==> src/rtl/imem_arbiter.sv <==
// Instruction-memory arbiter: shares one multi-cycle SRAM between fetch reads and loader writes.
// Reads park in RD_WAIT for MEM_LAT cycles; a taken branch discards the word that comes back.
//
// state     | meaning
// ----------+-----------------------------------------------------------
// S_IDLE    | memory free; at most one read or one write issued this cycle
// S_RD_WAIT | read outstanding; counter runs down to the data-return cycle
module imem_arbiter #(
   parameter int ADDR_W  = 32,
   parameter int DATA_W  = 32,
   parameter int MEM_LAT = 2
) (
   input  logic              clk,
   input  logic              rst,
   input  logic              if_req,
   input  logic [ADDR_W-1:0] if_addr,
   input  logic              branch_taken,
   output logic              if_freeze,
   output logic [DATA_W-1:0] if_inst,
   output logic              if_valid,
   input  logic              ld_req,
   input  logic [ADDR_W-1:0] ld_addr,
   input  logic [DATA_W-1:0] ld_wdata,
   output logic              ld_gnt,
   output logic              mem_en,
   output logic              mem_we,
   output logic [ADDR_W-1:0] mem_addr,
   output logic [DATA_W-1:0] mem_wdata,
   input  logic [DATA_W-1:0] mem_rdata
);

   localparam logic [3:0] LAT_CNT = 4'(MEM_LAT);

   typedef enum logic {
      S_IDLE    = 1'b0,
      S_RD_WAIT = 1'b1
   } state_t;

   state_t            r_state;
   state_t            w_state_nxt;
   logic [3:0]        r_cnt;
   logic [3:0]        w_cnt_nxt;
   logic              r_kill;
   logic              w_kill_nxt;
   logic              r_last_ld;
   logic              w_last_ld_nxt;
   logic [DATA_W-1:0] r_inst;
   logic [DATA_W-1:0] w_inst_nxt;

   logic w_idle;
   logic w_sel_rd;
   logic w_sel_wr;
   logic w_issue_rd;
   logic w_issue_wr;
   logic w_ret;
   logic w_deliver;

   // Round-robin: on contention the requester that did not go last wins.
   assign w_idle     = (r_state == S_IDLE);
   assign w_sel_rd   = if_req & (~ld_req | r_last_ld);
   assign w_sel_wr   = ld_req & (~if_req | ~r_last_ld);
   // Issues are gated by rst so the memory port is quiet the moment reset asserts.
   assign w_issue_rd = rst & w_idle & w_sel_rd & ~branch_taken;
   assign w_issue_wr = rst & w_idle & w_sel_wr;
   assign w_ret      = (r_state == S_RD_WAIT) & (r_cnt <= 4'd1);
   assign w_deliver  = w_ret & ~r_kill & ~branch_taken;

   always_ff @(posedge clk or negedge rst) begin
      if (!rst) begin
         r_state   <= S_IDLE;
         r_cnt     <= '0;
         r_kill    <= 1'b0;
         r_last_ld <= 1'b0;
         r_inst    <= '0;
      end else begin
         r_state   <= w_state_nxt;
         r_cnt     <= w_cnt_nxt;
         r_kill    <= w_kill_nxt;
         r_last_ld <= w_last_ld_nxt;
         r_inst    <= w_inst_nxt;
      end
   end

   always_comb begin
      w_state_nxt   = r_state;
      w_cnt_nxt     = r_cnt;
      w_kill_nxt    = r_kill;
      w_last_ld_nxt = r_last_ld;
      w_inst_nxt    = r_inst;
      case (r_state)
         S_IDLE: begin
            if (w_issue_rd) begin
               w_state_nxt   = S_RD_WAIT;
               w_cnt_nxt     = LAT_CNT;
               w_kill_nxt    = 1'b0;
               w_last_ld_nxt = 1'b0;
            end else if (w_issue_wr) begin
               w_last_ld_nxt = 1'b1;
            end
         end
         S_RD_WAIT: begin
            w_cnt_nxt = r_cnt - 4'd1;
            if (branch_taken) begin
               w_kill_nxt = 1'b1;
            end
            if (w_deliver) begin
               w_inst_nxt = mem_rdata;
            end
            if (w_ret) begin
               w_state_nxt = S_IDLE;
               w_cnt_nxt   = '0;
               w_kill_nxt  = 1'b0;
            end
         end
      endcase
   end

   always_comb begin
      mem_en    = w_issue_rd | w_issue_wr;
      mem_we    = w_issue_wr;
      mem_addr  = '0;
      mem_wdata = '0;
      if (w_issue_rd) begin
         mem_addr = if_addr;
      end else if (w_issue_wr) begin
         mem_addr  = ld_addr;
         mem_wdata = ld_wdata;
      end
      ld_gnt    = w_issue_wr;
      if_valid  = w_deliver;
      // The returning word is forwarded in its own cycle so if_valid and if_inst line up.
      if_inst   = w_deliver ? mem_rdata : r_inst;
      if_freeze = rst & if_req & ~w_deliver & ~branch_taken;
   end

endmodule

==> config.mk <==
export PLATFORM = sky130hd
export DESIGN_NAME = imem_arbiter
export DESIGN_NICKNAME = d
export VERILOG_FILES = /design/src/rtl/imem_arbiter.sv
export SDC_FILE = /design/constraint.sdc
export NUM_CORES = 1
export LEC_CHECK = 0
export BUFFER_PORTS_ARGS = -buffer_cell sky130_fd_sc_hd__buf_2
export CAP_MARGIN = 10
export CORE_AREA = 2 2 91 93
export DETAILED_ROUTE_END_ITERATION = 8
export DIE_AREA = 0 0 93 95
export GPL_ROUTABILITY_DRIVEN = 0
export GPL_TIMING_DRIVEN = 1
export PLACE_DENSITY = 0.81
export SLEW_MARGIN = 20
export SYNTH_ARGS = -nofsm -noshare
export SYNTH_HDL_FRONTEND = slang
export SYNTH_SLANG_ARGS = --single-unit
==> constraint.sdc <==
create_clock -name clk -period 2.37 [get_ports clk]
set_clock_uncertainty 0.2 [all_clocks]
set_input_delay 0.474 -clock clk [delete_from_list [all_inputs] [get_ports clk]]
set_output_delay 0.474 -clock clk [all_outputs]
set_load 0.02 [all_outputs]
# Yosys cells after proc, flatten, opt, wreduce, memory -nomap -nowiden
# Index checks and enable logic that the tools add are counted.
# Widths: inputs -> output; s select.
# classes
n_addsub,1
multipliers,0
div_mod_pow,0
n_lt_le_gt_ge,1
n_eq_ne,2
shift,0
muxes,17
n_bitwise,22
n_reduce_logical,3
# op_table
operator,n
$mux 32,5
$and 1x1->1,12
$mux 4,2
$pmux 4 s2,1
$mux 1,7
$not 1->1,7
$le 4x1->1 const B,1
$pmux 1 s2,2
$reduce_and 2->1,2
$sub 4x1->4 const B,1
$ne 3x2->1 const B,1
$or 1x1->1,3
$ne 2x1->1 const B,1
$reduce_bool 2->1,1
# totals
regBits,39
latch_bits,0
ramBits,0
rom_bits,0
n_memories,0

# Longest topological paths before layout
# Gate-level depths: netlist of run 1.
# logic_depth
ltp_word,7
ltp_mapped,7
ltp_nobuf,5

# Worst setup path before layout of run 1
# No wires, ideal clock.
# synth_path
path_type,reg2out
start,register r_cnt[0]
end,output if_inst[0]
arrival_ns,1.655
t_required_ns,1.696
setup_slack_ns,0.041
stages_incl_launch_ff,8
cell_sequence,dfrtp_1 > inv_1 > ha_1 > nor2_2 > nand4b_1 > buf_4 > buf_6 > mux2_4
# synth_between
elab_chain_cells,5
# synth_lines
item,line_no,source
from (decl),41,logic [3:0] r_cnt;
from (signal assigned),77,r_cnt <= w_cnt_nxt;
$le 4x1->1,65,assign w_ret = (r_state == S_RD_WAIT) & (r_cnt <= 4'd1);
$and 1x1->1,65,
$and 1x1->1 (2 in a row),66,assign w_deliver = w_ret & ~r_kill & ~branch_taken;
$mux 32,-,
to (decl),19,"output logic [DATA_W-1:0] if_inst,"
# No other way between the ends.

# Final worst setup path of run 1
# layout_path
start,register r_cnt[0]
end,output if_inst[14]
# Same word-level chain as after synthesis.

==> key figures, run 1 <==
Status
  • Status: finished, violations left
  • Failing checks: setup timing

Setup path
  • CP Data Arrival Time: 2.04 ns
  • Crit-path most repeated cell: buf_6
  • CP startpoint kind: flop
  • Worst Path Required: 1.70 ns
  • FF-to-FF End: r_inst[14]$_DFFE_PN0P_
  • Setup crit end kind: output port
  • Setup slack, reg-to-reg: 0.07 ns
  • Crit path max fanout: 6
  • WS Path Type: flop to output port
  • Slowest CP cell: dfrtp_2
  • Largest stage delay, worst path: 0.44 ns
  • Cell Chain, Critical Path: inv_2 -> ha_4 -> nor2_4 -> nand4b_1 -> buf_6 -> clkbuf_16 -> mux2_4 -> buf_6
  • RR Startpoint: r_cnt[0]$_DFFE_PN0P_
  • Reg2reg path depth: 9

Power and ir drop
  • Leakage: 2.98 nW
  • Pwr dens: 1020 nW/µm²
  • Max rail drop VDD: 758 µV

Placed design
  • DP HPWL: 6910 µm
  • Area post-placement: 4020 µm²
  • PortBufs: 233

GRT
  • Vias in the first global route: 2673
  • Tot GR Track Use: 20.4%
  • First-pass GRT wire length: 13600 µm
  • Gr ovfl total: 0
  • Pin count of the biggest net entering global routing: 41
  • Antenna violations before repair: 0

Routing
  • DRT antenna net count: 0
  • WL final: 12700 µm
  • Vias: 3023
  • 1st-pass router iterations: 4
  • Vias per cell: 5.00
  • Drt wl/cell: 21.0 µm
  • DRC: 0
  • Initial drt markers: 89

Final layout
  • Commonest non-fill, non-tap cell in the layout: buf_2
  • Commonest cells after routing, fill and taps aside: buf_2, buf_6, mux2_4, dfrtp_1, and2_4
  • Syn-to-layout area delta: 108%
  • Design Area, Final: 5590 µm²
  • Nets: 635
  • Ant. Diodes: 0
  • Layout cells sized above 1: 81.6%

Clock network
  • CTS Buf Count: 5
  • # H-tree levels: 2
  • CTS tree: yes
  • Worst-Skew Late Latency: 0.29 ns
  • Clk sink count: 39
  • Clock Path Buffers: 2
  • Clock slew at reported path FFs: 0.08 ns
  • Clock root cell: clkbuf_8

STA
  • Fmax: 369 MHz
  • Min cycle time layout: 2.71 ns
  • Worst slew pin tran: 0.617 ns
  • Setup ws final: -0.343 ns
  • Final Hold Vio Count: 0
  • Final Cycle Share: 114%
  • Slew Viols, Final: 0
  • Slew HR: 58.7%
  • Final setup viols: 92
  • Unrepaired setup endpoints after global routing: yes
  • Hold Slack: 0.119 ns

Floorplanning
  • Die Y: 95 µm
  • Core area: 7930 µm²
  • Rows: 33
  • Initial cell density of the core: 33.9%
  • Die area: 8840 µm²
  • I/O Pins: 234
  • Die width: 93 µm

Synth
  • Yosys Warn Count: 0
  • Synthesized area per cell: 12.1 µm²
  • Top post-synthesis cells by area: dfrtp_1, mux2_4, mux2_2
  • Synth Cell Area: 2690 µm²
  • Synth unique cells: 31
  • Post-synthesis cell count: 222
  • Register area share after synthesis: 36.3%
  • Post-synth top area cell: dfrtp_1
  • Yosys reg bits: 39
  • Top cell type's share of synthesized area: 36.3%
  • Syn_nets: 357

Worst hold path
  • Hold WC Path Type: input port to async pin

Run
  • Max-cap violations: 0
==> cell usage after synthesis, drive strengths merged <==
| cell | instances |
|---|---|
| mux2 | 64 |
| dfrtp | 39 |
| a22o | 32 |
| and2 | 32 |
| buf | 16 |
| clkbuf | 4 |
| inv | 4 |
| nor2 | 4 |
| a21bo | 2 |
| a21o | 2 |
| a21oi | 2 |
| ha | 2 |
| nand3b | 2 |
| nand4b | 2 |
| o221ai | 2 |
| or2 | 2 |
| a221oi | 1 |
| a31oi | 1 |
| and3 | 1 |
| and4b | 1 |
| nand2 | 1 |
| nand2b | 1 |
| nor2b | 1 |
| nor3b | 1 |
| nor4 | 1 |
| o211a | 1 |
| o31a | 1 |
==> cell type report <==
type                    count  area (µm²)
clock buffers               5        68.8
clock inverters             2        37.5
fillers                   539        2340
inverters                   4        15.0
multi-input cells         159        1720
flip-flops and latches     39         977
well taps                 105         131
repair buffers            291        2640
==> repair_timing <==
item | 4_1_cts | 5_1_grt
setup endpoints to repair | 79 | 98
pin swaps | 1 | 52
cloned | 7 | 16
hold buffers | 1 | 0
gates resized for setup | 61 | 202
buffers inserted | 11 | 11
hold endpoints to repair | 1 | 0
==> critical path: cells and delay by family, from the launching register on <==
kind	cells	cell delay (ns)
fa+ha+maj	1	0.15
buf+inv	4	0.58
flops	1	0.44
mux	1	0.31
simple gates	2	0.24
==> stage by stage <==
step / setup TNS [ns] / setup WS (ns) / instances / power (W) / utilization, %
2_1_floorplan: 0 / 0.0406 / 222 / 0.00310 / -
5_1_grt: -18.40 / -0.396 / 605 / 0.00598 / 70.5
6_report: -12.42 / -0.343 / 605 / 0.00573 / 70.5
3_3_place_gp: 0 / 0.0124 / 555 / 0.00383 / 50.8
4_1_cts: -8.71 / -0.279 / 581 / 0.00482 / 57.8
3_5_place_dp: -0.867 / -0.0465 / 555 / 0.00391 / 50.8
==> layer usage <==
layer  GRT usage (%)  routed length (µm)  vias to the layer above
li1                -                   -                     1377
met1            25.2                4760                     1471
met2            35.4                6700                      148
met3            5.19                 875                       27
met4            5.64                 385                        0
met5               0                   0                        -
==> where the power goes <==
| group | switching (W) | leakage (nW) | internal, W |
|---|---|---|---|
| Combinational | 0.00166 | 2.46 | 0.00232 |
| Clock | 0.000229 | 0.0502 | 0.000308 |
| Sequential | 0.000215 | 0.472 | 0.000999 |
| Total | 0.00210 | 2.98 | 0.00362 |
==> cell families (layout without fill, tap and decap cells) <==
kind of cell | Yosys count | count (layout) | share of synthesized area [%]
flip-flops | 39 | 39 | 36.3
multiplexers | 64 | 64 | 32.1
buffers and inverters | 24 | 302 | 5.21
adder cells (fa/ha/maj) | 2 | 2 | 0.930
AND/OR/NAND/NOR | 49 | 49 | 11.5
AO/OA/AOI/OAI | 44 | 44 | 14.0
==> flip-flops by register name (all words and copies together) (netlist names) <==
signal     flops
r_inst        32
r_cnt          4
r_kill         1
r_last_ld      1
r_state        1
==> worst max-delay path by stage <==
stage,start,endpoint,slack [ns],cells past startpoint
after floorplan,r_cnt[0]$_DFFE_PN0P_,if_inst[0],0.04,7
after global placement,r_cnt[0]$_DFFE_PN0P_,if_inst[16],0.01,7
after detailed placement,r_cnt[0]$_DFFE_PN0P_,if_inst[31],-0.05,7
after CTS,r_cnt[1]$_DFFE_PN0P_,if_inst[31],-0.28,8
after global routing,r_cnt[0]$_DFFE_PN0P_,if_inst[14],-0.40,8
final,r_cnt[0]$_DFFE_PN0P_,if_inst[14],-0.34,8
Note: power is estimated with default switching activity, not from simulation.
==> run 2: changes to the inputs <==
CORE_AREA = not set   (was 2 2 91 93)
CORE_ASPECT_RATIO = 0.7   (was not set)
CORE_UTILIZATION = 35   (was not set)
DIE_AREA = not set   (was 0 0 93 95)
PLACE_DENSITY = 0.82   (was 0.81)
==> run 2 against run 1 <==
The run still ends with setup timing left. Flip-flop and latch count unchanged. Maximum frequency up 1.1%. Critical path depth stayed put. First-iteration DRC count increased by 84%. Register-to-register slack gained 0.15 ns. Total power decreased by 11%. Clock power down 17%. Non-clock buffer count decreased by 11. Combinational power decreased by 14%. Critical endpoint is now if_inst[12]. Core utilization up 0.63 points.
==> key figures, run 2 (synthesis gave the netlist of run 1 again) <==
STA
  • Slew Viols, Final: 0 (unchanged)
  • Final Hold Vio Count: 0 (unchanged)
  • Fmax: 373 MHz (was 369 MHz)
  • Unrepaired setup endpoints after global routing: yes (unchanged)
  • Setup ws final: -0.313 ns (was -0.343 ns)
  • Hold Slack: 0.228 ns (was 0.119 ns)
  • Final Cycle Share: 113% (was 114%)
  • Min cycle time layout: 2.68 ns (was 2.71 ns)
  • Final setup viols: 60 (was 92)
  • Slew HR: 63.4% (was 58.7%)
  • Worst slew pin tran: 0.546 ns (was 0.617 ns)
  • Final TNS setup: -9.70 ns (was -12.42 ns)

Routing
  • Drt wl/cell: 19.8 µm (was 21.0 µm)
  • Vias per cell: 5.03 (was 5.00)
  • DRT antenna net count: 0 (unchanged)
  • DRC: 0 (unchanged)
  • 1st-pass router iterations: 4 (unchanged)
  • Initial drt markers: 164 (was 89)
  • WL final: 11600 µm (was 12700 µm)
  • Vias: 2956 (was 3023)

Clock network
  • Clock Path Buffers: 2 (unchanged)
  • CTS tree: yes (unchanged)
  • CTS Buf Count: 5 (unchanged)
  • Clk sink count: 39 (unchanged)
  • # H-tree levels: 2 (unchanged)
  • Clock root cell: clkbuf_8 (unchanged)
  • Clock slew at reported path FFs: 0.08 ns (about the same)
  • Worst-Skew Late Latency: 0.29 ns (about the same)

Setup path
  • WS Path Type: flop to output port (unchanged)
  • CP Data Arrival Time: 2.01 ns (was 2.04 ns)
  • Largest stage delay, worst path: 0.39 ns (was 0.44 ns)
  • Crit path max fanout: 7 (was 6)
  • Slowest CP cell: dfrtp_1 (was dfrtp_2)
  • CP startpoint kind: flop (unchanged)
  • Cell Chain, Critical Path: inv_2 -> ha_4 -> nor2_2 -> nand4b_1 -> buf_6 -> clkbuf_16 -> mux2_4 -> buf_2 (was inv_2 -> ha_4 -> nor2_4 -> nand4b_1 -> buf_6 -> clkbuf_16 -> mux2_4 -> buf_6)
  • Top Family by Delay on Critical Path: buffers and inverters (unchanged)
  • CP Buf/Inv Count: 4 (unchanged)
  • Worst Path Required: 1.70 ns (about the same)
  • Setup crit end kind: output port (unchanged)

GRT
  • Vias in the first global route: 2711 (was 2673)
  • Pin count of the biggest net entering global routing: 31 (was 41)
  • First-pass GRT wire length: 14600 µm (was 13600 µm)
  • Tot GR Track Use: 24.6% (was 20.4%)
  • Gr ovfl total: 0 (unchanged)
  • Antenna violations before repair: 0 (unchanged)

Final layout
  • Layout cells sized above 1: 79.6% (was 81.6%)
  • Syn-to-layout area delta: 94.4% (was 108%)
  • Nets: 624 (was 635)
  • Commonest cells after routing, fill and taps aside: buf_2, buf_6, dfrtp_1 (was buf_2, buf_6, mux2_4, dfrtp_1, and2_4)
  • Max reg flops: 32 (unchanged)
  • Final Core Density: 71.1% (was 70.5%)
  • Ant. Diodes: 0 (unchanged)
  • Register bank with the most flops: r_inst (unchanged)
  • Regs by FF count: r_inst: 32 flops, r_cnt: 4 flops (unchanged)
  • Commonest non-fill, non-tap cell in the layout: buf_2 (unchanged)

Power and ir drop
  • Max rail drop VDD: 627 µV (was 758 µV)
  • Pwr dens: 969 nW/µm² (was 1020 nW/µm²)
  • Leakage: 2.84 nW (was 2.98 nW)

Floorplanning
  • Die area: 8050 µm² (was 8840 µm²)
  • Initial cell density of the core: 36.6% (was 33.9%)
  • Die width: 107 µm (was 93 µm)
  • Rows: 26 (was 33)
  • Die Y: 75.4 µm (was 95 µm)
  • Core area: 7350 µm² (was 7930 µm²)
  • I/O Pins: 234 (unchanged)

Worst hold path
  • Hold WC Path Type: input port to flop (was input port to async pin)

Run
  • Max-cap violations: 0 (unchanged)

Status
  • Failing checks: setup timing (unchanged)
  • Status: finished, violations left (unchanged)

Placed design
  • DP HPWL: 7360 µm (was 6910 µm)
  • PortBufs: 233 (unchanged)
run 2: changes by cell type in the layout (fill, tap and decap cells not counted), sizes merged:
cell    before  now
clkbuf      17   10
buf        276  274
bufbuf       2    1
bufinv       1    0
clkinv       0    1
run 2: cell type report:
cell class | count | area [µm²]
clock inverters | 2 | 12.5
well taps | 98 | 123
inverters | 4 | 15.0
multi-input cells | 159 | 1700
repair buffers | 280 | 2330
fillers | 531 | 2120
flip-flops and latches | 39 | 976
clock buffers | 6 | 72.6
run 2: worst register-to-register path, cell delays in order (launching register included):
cell	delay, ns
dfrtp_1	0.39
inv_2	0.07
ha_4	0.17
nor2_2	0.11
nand4b_1	0.13
buf_6	0.20
buf_16	0.15
buf_4	0.15
buf_4	0.14
mux2_2	0.33
run 2: where the power goes:
group,internal [W],switching [W]
Sequential,0.000997,0.000206
Clock,0.000206,0.000239
Combinational,0.00194,0.00148
Total,0.00314,0.00193
run 2: what timing repair did:
| action | 4_1_cts | 5_1_grt |
|---|---|---|
| pin swaps | 11 | 32 |
| buffers inserted | 15 | 2 |
| hold buffers | 1 | 0 |
| gates cloned | 11 | 4 |
| setup endpoints to repair | 77 | 98 |
| hold endpoints to repair | 9 | 0 |
| gates resized for setup | 105 | 81 |
run 2: per-stage QoR:
stage	setup WS [ns]	instance area [µm²]	power, W	cells
detailed placement	-0.0487	4040	0.00391	549
global placement	-0.0114	4040	0.00381	549
floorplan	0.0406	2690	0.00310	222
finish	-0.313	5230	0.00507	588
global route	-0.383	5230	0.00534	588
CTS	-0.280	4880	0.00487	584
run 2: layer usage:
layer / global-route usage (%) / routed length [µm]
met5: 0 / 0
met4: 9.28 / 351
met3: 4.45 / 639
met2: 41.8 / 5940
met1: 31.8 / 4690
run 2: final timing paths:
path / from / endpoint / slack [ns] / depth (start not counted)
setup / recovery: r_cnt[0]$_DFFE_PN0P_ / if_inst[12] / -0.31 / 8
hold / removal: mem_rdata[19] / r_inst[19]$_DFFE_PN0P_ / 0.23 / 2
setup reg to reg: r_cnt[0]$_DFFE_PN0P_ / r_inst[1]$_DFFE_PN0P_ / 0.22 / 9
hold reg to reg: r_inst[5]$_DFFE_PN0P_ / r_inst[5]$_DFFE_PN0P_ / 0.31 / 1
max in group asynchronous: rst / r_inst[5]$_DFFE_PN0P_ / 0.79 / 4
min in group asynchronous: rst / r_last_ld$_DFFE_PN0P_ / 0.36 / 2
==> run 3: changes to the inputs <==
ABC_AREA = 1   (was not set)
CORE_UTILIZATION = 34   (was 35)
PLACE_DENSITY = 0.81   (was 0.82)
==> run 3 against run 2 <==
The run still ends with setup timing left. Register-to-register slack better by 0.41 ns. Worst hold slack worse by 0.15 ns. Synthesized area down 3.4%. Synthesized cell count rose by 82%. Core utilization fell by 9.3 points. Clock power about the same. Critical endpoint is now if_inst[30].
==> key figures, run 3 <==
Clock network
  • Clock Path Buffers: 2 (unchanged)
  • Clk sink count: 39 (unchanged)
  • Worst-Skew Late Latency: 0.30 ns (was 0.29 ns)
  • Clock slew at reported path FFs: 0.08 ns (about the same)
  • CTS tree: yes (unchanged)
  • # H-tree levels: 2 (unchanged)
  • Clock root cell: clkbuf_8 (unchanged)
  • CTS Buf Count: 5 (unchanged)

Routing
  • Metal2 WL: 5540 µm (was 5940 µm)
  • DRC: 0 (unchanged)
  • Vias: 3493 (was 2956)
  • Met1 WL: 4340 µm (was 4690 µm)
  • WL final: 10900 µm (was 11600 µm)
  • 1st-pass router iterations: 5 (was 4)
  • Top sig layer: met4 (unchanged)
  • Vias per cell: 4.66 (was 5.03)
  • Drt wl/cell: 14.5 µm (was 19.8 µm)
  • Initial drt markers: 241 (was 164)
  • WL met3: 535 µm (was 639 µm)
  • DRT antenna net count: 0 (unchanged)

Floorplanning
  • I/O Pins: 234 (unchanged)
  • Die width: 106 µm (was 107 µm)
  • Core area: 7350 µm² (unchanged)
  • Die area: 8000 µm² (was 8050 µm²)
  • Initial cell density of the core: 35.3% (was 36.6%)
  • Die Y: 75.1 µm (was 75.4 µm)
  • Rows: 26 (unchanged)

Final layout
  • Syn-to-layout area delta: 74.8% (was 94.4%)
  • Nets: 786 (was 624)
  • Ant. Diodes: 0 (unchanged)
  • Commonest cells after routing, fill and taps aside: buf_2, nand2_1, inv_1 (was buf_2, buf_6, dfrtp_1)
  • Commonest non-fill, non-tap cell in the layout: buf_2 (unchanged)
  • Regs by FF count: r_inst: 32 flops, r_cnt: 4 flops (unchanged)
  • Max reg flops: 32 (unchanged)
  • Layout cells sized above 1: 51.4% (was 79.6%)
  • Register bank with the most flops: r_inst (unchanged)
  • Final Core Density: 61.8% (was 71.1%)
  • Fin cells: 750 (was 588)

STA
  • Unrepaired setup endpoints after global routing: yes (unchanged)
  • Final setup viols: 34 (was 60)
  • Final Cycle Share: 109% (was 113%)
  • Setup ws final: -0.209 ns (was -0.313 ns)
  • Fmax: 388 MHz (was 373 MHz)
  • Min cycle time layout: 2.58 ns (was 2.68 ns)
  • Slew HR: 67.8% (was 63.4%)
  • Final Hold Vio Count: 0 (unchanged)
  • Worst slew pin tran: 0.483 ns (was 0.546 ns)
  • Slew Viols, Final: 0 (unchanged)
  • Final TNS setup: -4.66 ns (was -9.70 ns)

Synth
  • Synth Area in Compound Gates: 0.818% (was 14.0%)
  • Primary flip-flop cell chosen by synthesis mapping: dfrtp_1 (unchanged)
  • Multiplexer area fraction after synthesis: 0% (was 32.1%)
  • Register area share after synthesis: 37.6% (was 36.3%)
  • Top post-synthesis cells by area: dfrtp_1, nand2_1, nand3_1 (was dfrtp_1, mux2_4, mux2_2)
  • Synth Area in Adders: 0.963% (was 0.930%)
  • Synth Area in Simple Gates: 47.8% (was 11.5%)
  • Post-Synth XOR/XNOR Area: 0.337% (was 0%)
  • Top cell type's share of synthesized area: 37.6% (was 36.3%)
  • Yosys Warn Count: 0 (unchanged)
  • Synth Cell Area: 2600 µm² (was 2690 µm²)
  • Commonest cells post-synth: nand2_1, inv_1, dfrtp_1, nand3_1, nor2_1 (was dfrtp_1, mux2_4, a22o_1, and2_1, mux2_2)
  • Most frequent cell after synthesis: nand2_1 (was dfrtp_1)
  • Synthesized area per cell: 6.45 µm² (was 12.1 µm²)
  • Post-synthesis cell count: 403 (was 222)
  • Number of synthesized flops with an enable pin: 0 (unchanged)
  • Syn_nets: 538 (was 357)
  • Main combinational cell family by area after synthesis: simple AND/OR/NAND/NOR gates (was multiplexers)
  • Synth unique cells: 21 (was 31)
  • Yosys reg bits: 39 (unchanged)
  • Post-synth top area cell: dfrtp_1 (unchanged)
  • Synth async-reset ratio: 100% (unchanged)

Setup path
  • Top Family by Delay on Critical Path: buffers and inverters (unchanged)
  • RR Startpoint: r_cnt[0]$_DFFE_PN0P_ (unchanged)
  • Setup crit end kind: output port (unchanged)
  • Cell Chain, Critical Path: inv_2 -> ha_4 -> inv_2 -> nand2_2 -> nand3_4 -> inv_4 -> buf_12 -> buf_16 -> nand3_1 -> nand2_1 -> buf_6 (was inv_2 -> ha_4 -> nor2_2 -> nand4b_1 -> buf_6 -> clkbuf_16 -> mux2_4 -> buf_2)
  • Crit path max fanout: 8 (was 7)
  • Reg2reg path depth: 10 (was 9)
  • WS Path Type: flop to output port (unchanged)
  • FF-to-FF End: r_inst[19]$_DFFE_PN0P_ (was r_inst[1]$_DFFE_PN0P_)
  • Setup slack, reg-to-reg: 0.63 ns (was 0.22 ns)
  • CP Buf/Inv Count: 6 (was 4)
  • CP Data Arrival Time: 1.90 ns (was 2.01 ns)
  • CP startpoint kind: flop (unchanged)
  • Largest stage delay, worst path: 0.43 ns (was 0.39 ns)
  • Slowest CP cell: dfrtp_1 (unchanged)
  • Crit-path most repeated cell: inv_2
  • Worst Path Required: 1.70 ns (about the same)

Power and ir drop
  • Pwr dens: 981 nW/µm² (was 969 nW/µm²)
  • Max rail drop VDD: 647 µV (was 627 µV)
  • Leakage: 2.95 nW (was 2.84 nW)

Placed design
  • PortBufs: 233 (unchanged)
  • Placed cell count: 725 (was 549)
  • DP HPWL: 7600 µm (was 7360 µm)

Worst hold path
  • Hold WC Path Type: input port to async pin (was input port to flop)

Status
  • Failing checks: setup timing (unchanged)
  • Status: finished, violations left (unchanged)

GRT
  • First-pass GRT wire length: 13900 µm (was 14600 µm)
  • Pin count of the biggest net entering global routing: 40 (was 31)
  • Vias in the first global route: 2898 (was 2711)
  • Tot GR Track Use: 22.9% (was 24.6%)
  • Antenna violations before repair: 0 (unchanged)
  • Gr ovfl total: 0 (unchanged)

Run
  • Max-cap violations: 0 (unchanged)
==> run 3: changes by cell type after synthesis, moves of 26 or more <==
cell | before | now
mux2_4 | 38 | 0
a22o_1 | 32 | 0
inv_1 | 4 | 45
and2_1 | 32 | 0
nor2_1 | 3 | 34
nand2_1 | 1 | 188
mux2_2 | 26 | 0
nand3_1 | 0 | 38
==> run 3: worst register-to-register path, delay by kind of cell, from the launching register on <==
| kind | cells | cell delay (ns) |
|---|---|---|
| buffers and inverters | 5 | 0.55 |
| DFF | 1 | 0.43 |
| and+or+nand+nor | 4 | 0.37 |
| adders and majority gates | 1 | 0.14 |
==> run 3: area by class of cell <==
cell class	instances	area, µm²
timing repair buffer	261	1710
fill	627	2810
sequential	39	977
clock buffer	5	68.8
clock inverter	3	20.0
multi-input combinational	297	1470
tap	98	123
inverter	47	179
==> run 3: worst max-delay path by stage <==
stage	startpoint	endpoint	slack, ns	depth (start not counted)
final	r_cnt[0]$_DFFE_PN0P_	if_inst[30]	-0.21	11
after global routing	r_cnt[0]$_DFFE_PN0P_	if_inst[30]	-0.26	11
after CTS	r_cnt[0]$_DFFE_PN0P_	if_inst[11]	-0.11	11
after detailed placement	r_cnt[0]$_DFFE_PN0P_	if_inst[29]	0.06	10
after global placement	r_cnt[0]$_DFFE_PN0P_	if_inst[29]	0.14	10
after floorplan	r_cnt[0]$_DFFE_PN0P_	if_freeze	0.29	9
==> run 3: cells by family after synthesis <==
group | count (synthesis)
flops | 39
simple gates | 290
fa+ha+maj | 2
buf+inv | 67
compound gates | 4
xor+xnor | 1
==> run 3: timing repair <==
| action | 4_1_cts | 5_1_grt |
|---|---|---|
| hold buffers | 0 | 0 |
| cloned | 2 | 2 |
| gates resized for setup | 58 | 48 |
| pin swaps | 4 | 10 |
| endpoints found under the setup margin | 61 | 36 |
| setup buffers | 7 | 6 |
==> run 3: power by group <==
group	internal (W)	switching [W]
clock	0.000205	0.000240
sequential	0.000947	0.000157
combinational	0.00125	0.00166
total	0.00240	0.00206
==> run 3: stage by stage <==
step / instance area (µm²) / power [W] / hold slack, ns / setup WS, ns
2_1_floorplan: 2600 / 0.00252 / -0.0216 / 0.289
3_3_place_gp: 3870 / 0.00316 / 0.254 / 0.138
3_5_place_dp: 3870 / 0.00322 / 0.257 / 0.0565
4_1_cts: 4250 / 0.00407 / 0.0784 / -0.115
5_1_grt: 4540 / 0.00472 / 0.117 / -0.265
6_report: 4540 / 0.00446 / 0.0827 / -0.209
==> run 3: layer usage <==
metal	up-vias	global-route usage, %
met3	31	3.29
met5	-	0
met4	0	13.4
met1	1606	28.8
li1	1695	-
met2	161	38.5
